$ cat src/rtl/dna_bus_pkg.sv
// Shared definitions for the data-bus side of the load/store unit.
//
// Contents:
//   SZ_*            access size encodings used on the core request interface
//   AXI_*_WIDTH     AXI-Lite sideband widths
//   lsu_state_e     states of the AXI-Lite master sequencer
//   is_misaligned() alignment / legality check for a request
package dna_bus_pkg;

    localparam logic [1:0] SZ_BYTE    = 2'b00;
    localparam logic [1:0] SZ_HALF    = 2'b01;
    localparam logic [1:0] SZ_WORD    = 2'b10;
    localparam logic [1:0] SZ_ILLEGAL = 2'b11;

    localparam int AXI_RESP_WIDTH = 2;
    localparam int AXI_STRB_WIDTH = 4;

    typedef enum logic [2:0] {
        ST_IDLE,
        ST_WR,
        ST_WR_B,
        ST_RD_A,
        ST_RD_R,
        ST_RESP
    } lsu_state_e;

    // An access is rejected when its size is illegal or when the address
    // is not a multiple of the access size.
    function automatic logic is_misaligned(input logic [1:0] size,
                                           input logic [1:0] addr_lo);
        logic bad;
        case (size)
            SZ_BYTE: bad = 1'b0;
            SZ_HALF: bad = addr_lo[0];
            SZ_WORD: bad = (addr_lo != 2'b00);
            default: bad = 1'b1;
        endcase
        return bad;
    endfunction

endpackage

$ cat src/rtl/lsu_lane_align.sv
// Byte-lane steering for a 32-bit data bus.
//
// Ports:
//   size_i        access size (SZ_BYTE / SZ_HALF / SZ_WORD)
//   addr_lo_i     address bits [1:0] selecting the starting byte lane
//   unsigned_i    zero-extend loads when 1, sign-extend when 0
//   store_data_i  right-aligned store data from the core
//   load_data_i   raw 32-bit word returned by the bus
//   wstrb_o       byte strobes for the store
//   wdata_o       store data replicated into every lane of its size
//   load_data_o   load data shifted down and extended to 32 bits
//
// Purely combinational so it can be shared with the future cache path.
module lsu_lane_align
    import dna_bus_pkg::*;
(
    input  logic [1:0]  size_i,
    input  logic [1:0]  addr_lo_i,
    input  logic        unsigned_i,
    input  logic [31:0] store_data_i,
    input  logic [31:0] load_data_i,
    output logic [3:0]  wstrb_o,
    output logic [31:0] wdata_o,
    output logic [31:0] load_data_o
);

    logic [31:0] shifted;

    // Replicating the store data means the slave finds the right bytes in
    // whichever lane the strobes enable, so no data shifter is needed.
    always_comb begin
        shifted     = load_data_i >> {addr_lo_i, 3'b000};
        wstrb_o     = 4'b0000;
        wdata_o     = store_data_i;
        load_data_o = shifted;
        case (size_i)
            SZ_BYTE: begin
                wstrb_o     = 4'b0001 << addr_lo_i;
                wdata_o     = {4{store_data_i[7:0]}};
                load_data_o = {{24{~unsigned_i & shifted[7]}}, shifted[7:0]};
            end
            SZ_HALF: begin
                wstrb_o     = 4'b0011 << addr_lo_i;
                wdata_o     = {2{store_data_i[15:0]}};
                load_data_o = {{16{~unsigned_i & shifted[15]}}, shifted[15:0]};
            end
            SZ_WORD: begin
                wstrb_o     = 4'b1111;
                wdata_o     = store_data_i;
                load_data_o = shifted;
            end
            default: begin
                wstrb_o     = 4'b0000;
                wdata_o     = 32'h0;
                load_data_o = 32'h0;
            end
        endcase
    end

endmodule

$ cat src/rtl/lsu_axi_lite_master.sv
// Load/store unit front-end: turns single-outstanding core memory requests
// into AXI-Lite master transactions toward the data memory.
//
// Ports:
//   clk, reset            clock, asynchronous active-high reset
//   i_cpu_req_*, o_cpu_req_ready   core request (we, size, unsigned, addr, wdata)
//   o_cpu_rsp_*           one-cycle response pulse with load data and error flag
//   o_axi_aw*/w*/b*       AXI-Lite write address, write data, write response
//   o_axi_ar*/r*          AXI-Lite read address, read data
//
// Misaligned or illegal-size requests answer with an error and never reach
// the bus. Any handshake that waits TIMEOUT_CYCLES cycles is abandoned and
// reported as an error.
module lsu_axi_lite_master
    import dna_bus_pkg::*;
#(
    parameter int ADDR_WIDTH     = 32,
    parameter int DATA_WIDTH     = 32,
    parameter int TIMEOUT_CYCLES = 255
) (
    input  logic                      clk,
    input  logic                      reset,
    input  logic                      i_cpu_req_valid,
    output logic                      o_cpu_req_ready,
    input  logic                      i_cpu_we,
    input  logic [1:0]                i_cpu_size,
    input  logic                      i_cpu_unsigned,
    input  logic [ADDR_WIDTH-1:0]     i_cpu_addr,
    input  logic [DATA_WIDTH-1:0]     i_cpu_wdata,
    output logic                      o_cpu_rsp_valid,
    output logic [DATA_WIDTH-1:0]     o_cpu_rsp_rdata,
    output logic                      o_cpu_rsp_err,
    output logic [ADDR_WIDTH-1:0]     o_axi_awaddr,
    output logic                      o_axi_awvalid,
    input  logic                      i_axi_awready,
    output logic [DATA_WIDTH-1:0]     o_axi_wdata,
    output logic [AXI_STRB_WIDTH-1:0] o_axi_wstrb,
    output logic                      o_axi_wvalid,
    input  logic                      i_axi_wready,
    input  logic                      i_axi_bvalid,
    output logic                      o_axi_bready,
    output logic [ADDR_WIDTH-1:0]     o_axi_araddr,
    output logic                      o_axi_arvalid,
    input  logic                      i_axi_arready,
    input  logic [DATA_WIDTH-1:0]     i_axi_rdata,
    input  logic                      i_axi_rvalid,
    output logic                      o_axi_rready
);

    localparam int TMO_W = $clog2(TIMEOUT_CYCLES + 1);

    lsu_state_e            state_q, state_d;
    logic [ADDR_WIDTH-1:0] addr_q, addr_d;
    logic [1:0]            size_q, size_d;
    logic                  unsigned_q, unsigned_d;
    logic [DATA_WIDTH-1:0] wdata_q, wdata_d;
    logic                  aw_done_q, aw_done_d;
    logic                  w_done_q, w_done_d;
    logic [TMO_W-1:0]      tmo_q, tmo_d;
    logic [DATA_WIDTH-1:0] rdata_q, rdata_d;
    logic                  err_q, err_d;

    logic                  req_fire;
    logic                  aw_fire;
    logic                  w_fire;
    logic                  tmo_busy;
    logic                  tmo_expired;
    logic [3:0]            lane_wstrb;
    logic [31:0]           lane_wdata;
    logic [31:0]           lane_load;

    lsu_lane_align u_lane_align (
        .size_i       (size_q),
        .addr_lo_i    (addr_q[1:0]),
        .unsigned_i   (unsigned_q),
        .store_data_i (wdata_q),
        .load_data_i  (i_axi_rdata),
        .wstrb_o      (lane_wstrb),
        .wdata_o      (lane_wdata),
        .load_data_o  (lane_load)
    );

    // Each AW/W valid falls independently once its own handshake is done.
    assign o_cpu_req_ready = (state_q == ST_IDLE);
    assign o_axi_awvalid   = (state_q == ST_WR) && !aw_done_q;
    assign o_axi_wvalid    = (state_q == ST_WR) && !w_done_q;
    assign o_axi_bready    = (state_q == ST_WR_B);
    assign o_axi_arvalid   = (state_q == ST_RD_A);
    assign o_axi_rready    = (state_q == ST_RD_R);
    assign o_axi_awaddr    = addr_q;
    assign o_axi_araddr    = addr_q;
    assign o_axi_wdata     = (state_q == ST_WR) ? lane_wdata : '0;
    assign o_axi_wstrb     = (state_q == ST_WR) ? lane_wstrb : '0;
    assign o_cpu_rsp_valid = (state_q == ST_RESP);
    assign o_cpu_rsp_rdata = rdata_q;
    assign o_cpu_rsp_err   = err_q;

    assign req_fire    = i_cpu_req_valid && o_cpu_req_ready;
    assign aw_fire     = o_axi_awvalid && i_axi_awready;
    assign w_fire      = o_axi_wvalid && i_axi_wready;
    assign tmo_expired = (tmo_q == TMO_W'(TIMEOUT_CYCLES - 1));

    // A completing handshake wins over a timeout landing in the same cycle.
    // The address register is cleared only when RESP retires, so the slave
    // sees a stable address for the whole transaction.
    always_comb begin
        state_d    = state_q;
        addr_d     = addr_q;
        size_d     = size_q;
        unsigned_d = unsigned_q;
        wdata_d    = wdata_q;
        aw_done_d  = aw_done_q;
        w_done_d   = w_done_q;
        rdata_d    = rdata_q;
        err_d      = err_q;
        tmo_busy   = 1'b0;
        case (state_q)
            ST_IDLE: begin
                if (req_fire) begin
                    addr_d     = i_cpu_addr;
                    size_d     = i_cpu_size;
                    unsigned_d = i_cpu_unsigned;
                    wdata_d    = i_cpu_wdata;
                    aw_done_d  = 1'b0;
                    w_done_d   = 1'b0;
                    rdata_d    = '0;
                    err_d      = 1'b0;
                    if (is_misaligned(i_cpu_size, i_cpu_addr[1:0])) begin
                        err_d   = 1'b1;
                        state_d = ST_RESP;
                    end else if (i_cpu_we) begin
                        state_d = ST_WR;
                    end else begin
                        state_d = ST_RD_A;
                    end
                end
            end
            ST_WR: begin
                tmo_busy  = 1'b1;
                aw_done_d = aw_done_q || aw_fire;
                w_done_d  = w_done_q || w_fire;
                if (aw_done_d && w_done_d) begin
                    state_d = ST_WR_B;
                end else if (tmo_expired) begin
                    err_d   = 1'b1;
                    state_d = ST_RESP;
                end
            end
            ST_WR_B: begin
                tmo_busy = 1'b1;
                if (i_axi_bvalid) begin
                    state_d = ST_RESP;
                end else if (tmo_expired) begin
                    err_d   = 1'b1;
                    state_d = ST_RESP;
                end
            end
            ST_RD_A: begin
                tmo_busy = 1'b1;
                if (i_axi_arready) begin
                    state_d = ST_RD_R;
                end else if (tmo_expired) begin
                    err_d   = 1'b1;
                    state_d = ST_RESP;
                end
            end
            ST_RD_R: begin
                tmo_busy = 1'b1;
                if (i_axi_rvalid) begin
                    rdata_d = lane_load;
                    state_d = ST_RESP;
                end else if (tmo_expired) begin
                    err_d   = 1'b1;
                    state_d = ST_RESP;
                end
            end
            ST_RESP: begin
                addr_d  = '0;
                rdata_d = '0;
                err_d   = 1'b0;
                state_d = ST_IDLE;
            end
            default: state_d = ST_IDLE;
        endcase

        // The counter restarts on every state change so each handshake
        // gets its own full budget.
        if (state_d != state_q) begin
            tmo_d = '0;
        end else if (tmo_busy) begin
            tmo_d = tmo_q + TMO_W'(1);
        end else begin
            tmo_d = '0;
        end
    end

    always_ff @(posedge clk or posedge reset) begin
        if (reset) begin
            state_q    <= ST_IDLE;
            addr_q     <= '0;
            size_q     <= SZ_BYTE;
            unsigned_q <= 1'b0;
            wdata_q    <= '0;
            aw_done_q  <= 1'b0;
            w_done_q   <= 1'b0;
            tmo_q      <= '0;
            rdata_q    <= '0;
            err_q      <= 1'b0;
        end else begin
            state_q    <= state_d;
            addr_q     <= addr_d;
            size_q     <= size_d;
            unsigned_q <= unsigned_d;
            wdata_q    <= wdata_d;
            aw_done_q  <= aw_done_d;
            w_done_q   <= w_done_d;
            tmo_q      <= tmo_d;
            rdata_q    <= rdata_d;
            err_q      <= err_d;
        end
    end

endmodule

$ cat config.mk
export PLATFORM = sky130hd
export DESIGN_NAME = lsu_axi_lite_master
export DESIGN_NICKNAME = d
export VERILOG_FILES = /design/src/rtl/dna_bus_pkg.sv /design/src/rtl/lsu_lane_align.sv /design/src/rtl/lsu_axi_lite_master.sv
export SDC_FILE = /design/constraint.sdc
export NUM_CORES = 1
export LEC_CHECK = 0
export BUFFER_PORTS_ARGS = -buffer_cell sky130_fd_sc_hd__buf_2
export CORE_MARGIN = 2
export CORE_UTILIZATION = 35
export DETAILED_ROUTE_END_ITERATION = 8
export GPL_TIMING_DRIVEN = 0
export SLEW_MARGIN = 0
export SYNTH_ARGS = -nofsm -noshare
export SYNTH_HDL_FRONTEND = slang
export SYNTH_SLANG_ARGS = --single-unit
$ cat constraint.sdc
create_clock -name clk -period 4.5 [get_ports clk]
set_input_delay 0.675 -clock clk [delete_from_list [all_inputs] [get_ports clk]]
set_output_delay 0.675 -clock clk [all_outputs]
set_load 0.1 [all_outputs]
-- After elaboration in Yosys (flattened, before gate mapping)
Cells that the tools add are included.
- eq/ne operators: 17
- shift operators: 3
- add/sub/neg operators: 1
- reduce and logical (&&, ||, !) cells: 24
- bitwise logic cells: 3
- mux-type cells: 36
- operators with widths (operator ; count):
    32-bit case mux with 3 select lines ; 3
    32-bit 2-to-1 mux ; 4
    32-bit case mux with 2 select lines ; 1
    32-bit by 5-bit >> shifter with 32-bit output ; 1
    3-bit 2-to-1 mux ; 7
    8-bit 2-to-1 mux ; 2
    3-bit case mux with 5 select lines ; 1
    4-bit case mux with 3 select lines ; 1
    1-bit 2-to-1 mux ; 11
    2-bit inequality test (second input constant) ; 5
    8-bit by 1-bit adder with 8-bit output (second input constant) ; 1
    8-bit equality test (second input constant) ; 1
    3-bit by 2-bit equality test with 1-bit output (second input constant) ; 2
    3-bit equality test (second input constant) ; 2
    1-bit logical AND ; 6
    1-bit case mux with 6 select lines ; 1
    2-bit AND reduction ; 3
    6-bit AND reduction ; 1
    2-bit nonzero test ; 3
    6-bit nonzero test ; 1
    2-bit by 1-bit equality test with 1-bit output (second input constant) ; 2
    2-bit equality test (second input constant) ; 2
    2-bit zero test ; 2
    4-bit 2-to-1 mux ; 1
    16 further kinds ; 20
- bits of input ports: 108
- output and inout bits: 140
- register bits after elaboration: 113

-- Logic depth before layout (Yosys ltp)
- depth in word-level cells: 9
- depth in mapped cells: 8

-- Modules after synthesis
Synthesis repeated with hierarchy kept, for this count alone.
- cells, all modules: 660
- area, all modules: 6333.6 um2
- modules (own cells, without submodules) (module ; area each (um2) ; times used ; sequential area each (um2) ; cells an instance):
    lsu_axi_lite_master ; 5094.9 ; 1 ; 2827.7 ; 470
    lsu_lane_align ; 1238.7 ; 1 ; 0.0 ; 190

-- Worst setup path after synthesis
Ideal clock, no wire load.
- path kind: register to register
- start: register state_q[1]
- end: register tmo_q[0]
- required time: 4344 ps
- clock period less this slack: 3770 ps
- arrival time: 3614 ps
- buffers on the path: 2
- setup slack: 730 ps
- cell stages (with the launch flop): 7
- setup time: 156 ps
- cell sequence: dfrtp_1 buf_2 nor3_1 and2_1 clkbuf_1 a22o_1 a2111oi_2
- elaborated cells on any way between the ends: 25
- classes of those cells: eq/ne: 5; mux: 10; reduce/logical: 10
- RTL lines (what ; line ; RTL):
    from (decl) ; lsu_axi_lite_master.sv:52 ; lsu_state_e state_q, state_d;
    from (signal assigned) ; lsu_axi_lite_master.sv:210 ; state_q <= state_d;
    3-bit zero test (*) ; lsu_axi_lite_master.sv:84 ; assign o_cpu_req_ready = (state_q == ST_IDLE);
    net o_cpu_req_ready ; lsu_axi_lite_master.sv:24 ; output logic o_cpu_req_ready,
    1-bit logical AND ; lsu_axi_lite_master.sv:98 ; assign req_fire = i_cpu_req_valid && o_cpu_req_ready;
    3-bit 2-to-1 mux ; lsu_axi_lite_master.sv:119 ; if (req_fire) begin
    3-bit case mux with 5 select lines (*) ; lsu_axi_lite_master.sv:117 ; case (state_q)
    3-bit inequality test (*) ; lsu_axi_lite_master.sv:188 ; if (state_d != state_q) begin
    8-bit 2-to-1 mux (*) ; lsu_axi_lite_master.sv:188 ;
    net tmo_d[0] ; lsu_axi_lite_master.sv:59 ; logic [TMO_W-1:0] tmo_q, tmo_d;
    to (signal assigned) ; lsu_axi_lite_master.sv:217 ; tmo_q <= tmo_d;
    to (decl) ; lsu_axi_lite_master.sv:59 ;
Mark *: on every way through the listed nets, which the timed path passes. The rest lies on a longest branch.
A chain may end at the register's enable or synchronous reset.

-- Worst setup path in the final report
- start: register size_q[1]
- end: output port o_axi_wdata[25]
- longest elaborated chain between the ends: 3
- elaborated cells on any way between the ends: 5
- classes of those cells: eq/ne: 2; mux: 2; reduce/logical: 1
- ends and longest elaborated chain (what ; line ; RTL):
    from (decl) ; lsu_axi_lite_master.sv:54 ; logic [1:0] size_q, size_d;
    from (signal assigned) ; lsu_axi_lite_master.sv:212 ; size_q <= size_d;
    2-bit equality test (tied with other cells) ; lsu_lane_align.sv:36 ; case (size_i)
    32-bit case mux with 3 select lines (*) ; lsu_lane_align.sv:36 ;
    32-bit 2-to-1 mux (*) ; lsu_axi_lite_master.sv:92 ; assign o_axi_wdata = (state_q == ST_WR) ? lane_wdata : '0;
    to (decl) ; lsu_axi_lite_master.sv:36 ; output logic [DATA_WIDTH-1:0] o_axi_wdata,
Mark *: on every way between the ends. The rest lies on a longest branch, timed or not.

==> qor.csv <==
metric;value;unit
start_util;0.3556;
grt_max_degree;61;
critPathLaunch;size_q[1]$_DFFE_PP0P_;
grt_antenna_before_repair;1;
die_w;136.1;µm
ys_ff_latch;113;
finalCriticalPeriod;3512;ps
ys_warn_count;0;
slew_headroom;0.4326;
insertion_delay;410;ps
rows;48;
wl_per_cell;16.67;µm
cts.sinks;113;
cts_hold_buf;0;
ys.flop_type;dfrtp_1;
r2r_setup_slack;2170;ps
synth_area_leader_cell;dfrtp_1;
fin_crit_sh;0.7805;
totalWireLength;20250;µm
grt_pass1_wl;31190;µm
grt_use_met1;0.2921;
clock_skew;11.77;ps
cp.required;3830;ps
syn-num-nets;818;
r2r-end;o_cpu_rsp_rdata[20]$_DFFE_PP0P_;
status;complete, no violations;
synth_edf_count;0;
clockBufferDepth;2;
tns;0;ps
postCtsSetupBuffers;0;
syn-cell-area;0.006108;mm²
grt_util_all_layers;0.2197;
num_vias;6023;
cts_tree;yes;
gp_congestion;0.8452;
cap_violations;0;
postSynthCellCount;708;
cts_max_level;4;
fmax;0.2847;GHz
die_area;0.01852;mm²
port_buffers;247;
slew_violations;0;
avgSynthCellArea;8.628;µm²
globalRouteMet3Util;0.05332;
final_nets;1085;
cp-endpoint;o_axi_wdata[25];
reg2reg_from;o_axi_araddr[0]$_DFFE_PP0P_;
chipHeight;136.1;µm
worstMarginPinSlew;848.9;ps
finalSetupViolations;0;
ys_types;54;
drc;0;
async_flop_share;1.000;
synth_top_area_frac;0.4629;
grt_pass1_vias;5725;
yosysSeqAreaShare;0.4629;
drt_iter0_markers;471;
reg2regPathDepth;6;
grt_busiest_layer;met2;
start_kind;flip-flop;
core-area;0.01718;mm²
cts_root_buf;clkbuf_16;
vias_per_cell;4.957;
arrival;2840;ps
cts_resized;0;
layout-drive-gt1-share;0.3512;
rsz0062_at_grt;no;
io_pins;248;
min_path_type;in -> async;
grt_overflow;0;
path_clk_slew;50;ps
path_max_fanout;10;
drtAntennaViolNets;0;
hold_viol;0;
cp-end-kind;primary output;
post-dp-hpwl;15100;µm
timing.final.ws_setup;987.7;ps
worstSetupPathType;reg -> out;
dp_slack;1427;ps
met2_usage;0.3501;
syn2layout_area_growth;35.25;%
synth.area.top_cells;dfrtp_1 46%, nand2_1 12%, buf_4 3.9%, a21oi_1 3.8%, nand3_1 2.9%;
firstDrtPassIters;7;
cts_made_buffers;17;
## cell usage in the layout (no fill, tap or decap), drive strengths merged, types with 2 or more instances in the layout
master / n
dfrtp: 113
a21oi: 46
or3b: 3
nand2: 194
o21ai: 37
a2bb2oi: 16
a2111oi: 8
bufinv: 3
inv: 7
mux2: 9
clkbuf: 60
or3: 5
mux2i: 17
nor3: 4
clkinvlp: 2
xnor2: 3
nor2: 43
and3: 9
nor2b: 15
xor2: 3
and4: 2
diode: 2
nand3b: 2
o21a: 4
nor4b: 2
o2bb2ai: 8
clkinv: 5
buf: 293
nor4: 2
nand2b: 3
ha: 2
a22oi: 17
nand3: 36
## Yosys cell counts, types with 2 or more instances
cell type and count:
o2bb2ai_1 8, nand2_1 194, and3_1 9, nor2_1 43
or3_1 4, xor2_1 3, ha_1 2, nand2b_1 3
buf_1 5, a2bb2oi_1 16, nand3b_1 2, nand3_1 35
o21a_1 4, clkbuf_1 38, a2111oi_2 8, mux2i_1 17
a22oi_1 17, and4_1 2, o21ai_1 18, xnor2_1 3
nor4b_2 2, a21oi_1 46, buf_2 7, nor3_1 4
inv_1 6, mux2_2 9, o21ai_0 19, buf_4 32
nor2b_1 15, dfrtp_1 113
## layer usage
layer	wire length, µm	vias to the layer above
li1	-	2932
met1	8833	2821
met2	9556	246
met3	1511	24
met4	348	0
met5	0	-
## worst min path at each step
stage | start | to | slack (ps) | cells past startpoint
after global routing | reset | o_axi_araddr[10]$_DFFE_PP0P_ | 350 | 2
after detailed placement | wdata_q[25]$_DFFE_PP0P_ | wdata_q[25]$_DFFE_PP0P_ | 460 | 2
after CTS | reset | o_axi_araddr[10]$_DFFE_PP0P_ | 320 | 2
after floorplan | wdata_q[24]$_DFFE_PP0P_ | wdata_q[24]$_DFFE_PP0P_ | 450 | 2
final | reset | o_axi_araddr[10]$_DFFE_PP0P_ | 300 | 2
after global placement | o_cpu_rsp_rdata[0]$_DFFE_PP0P_ | o_cpu_rsp_rdata[0]$_DFFE_PP0P_ | 460 | 2
## logic make-up after synthesis
kind of cell,Yosys count,share of synthesized area
simple gates,324,0.2352
compound gates,146,0.1635
flops,113,0.4629
buf+inv,90,0.07763
mux,27,0.04814
xor+xnor,6,0.008605
fa+ha+maj,2,0.004096
## area by class of cell
cell class / instances / area (µm²)
inverters: 7 / 31.28
fillers: 1734 / 8915
multi-input cells: 505 / 2806
repair buffers: 248 / 1264
clock buffers: 22 / 464.2
diodes: 2 / 5.005
well taps: 225 / 281.5
clock inverters: 10 / 133.9
plain buffers: 83 / 447.9
flip-flops and latches: 113 / 2828
## flip-flops by register name, indices dropped and copies added (netlist names)
name	cells
o_axi_araddr	32
o_cpu_rsp_rdata	32
wdata_q	32
tmo_q	8
state_q	3
size_q	2
aw_done_q	1
o_cpu_rsp_err	1
unsigned_q	1
w_done_q	1
## worst max-delay path, cell delays in order (launching register included)
cell and delay, ps:
dfrtp_1 310, clkbuf_1 360, clkbuf_1 440, clkbuf_1 440
a21oi_1 130, a2bb2oi_1 150, nor2_1 130, buf_2 450
## stage by stage
stage	cells	hold WS, ps	cell area (µm²)	utilization
5_1_grt	1214	350.1	8259	0.4808
3_3_place_gp	1180	459.3	7626	0.4440
3_5_place_dp	1181	462.5	7659	0.4459
6_report	1215	297.3	8262	0.4810
4_1_cts	1213	320.3	8257	0.4807
2_1_floorplan	708	446.0	6108	-
Power is left out: the tool's default activity adds up to more than one toggle a clock period on the data nets, which glitch-free logic cannot reach.
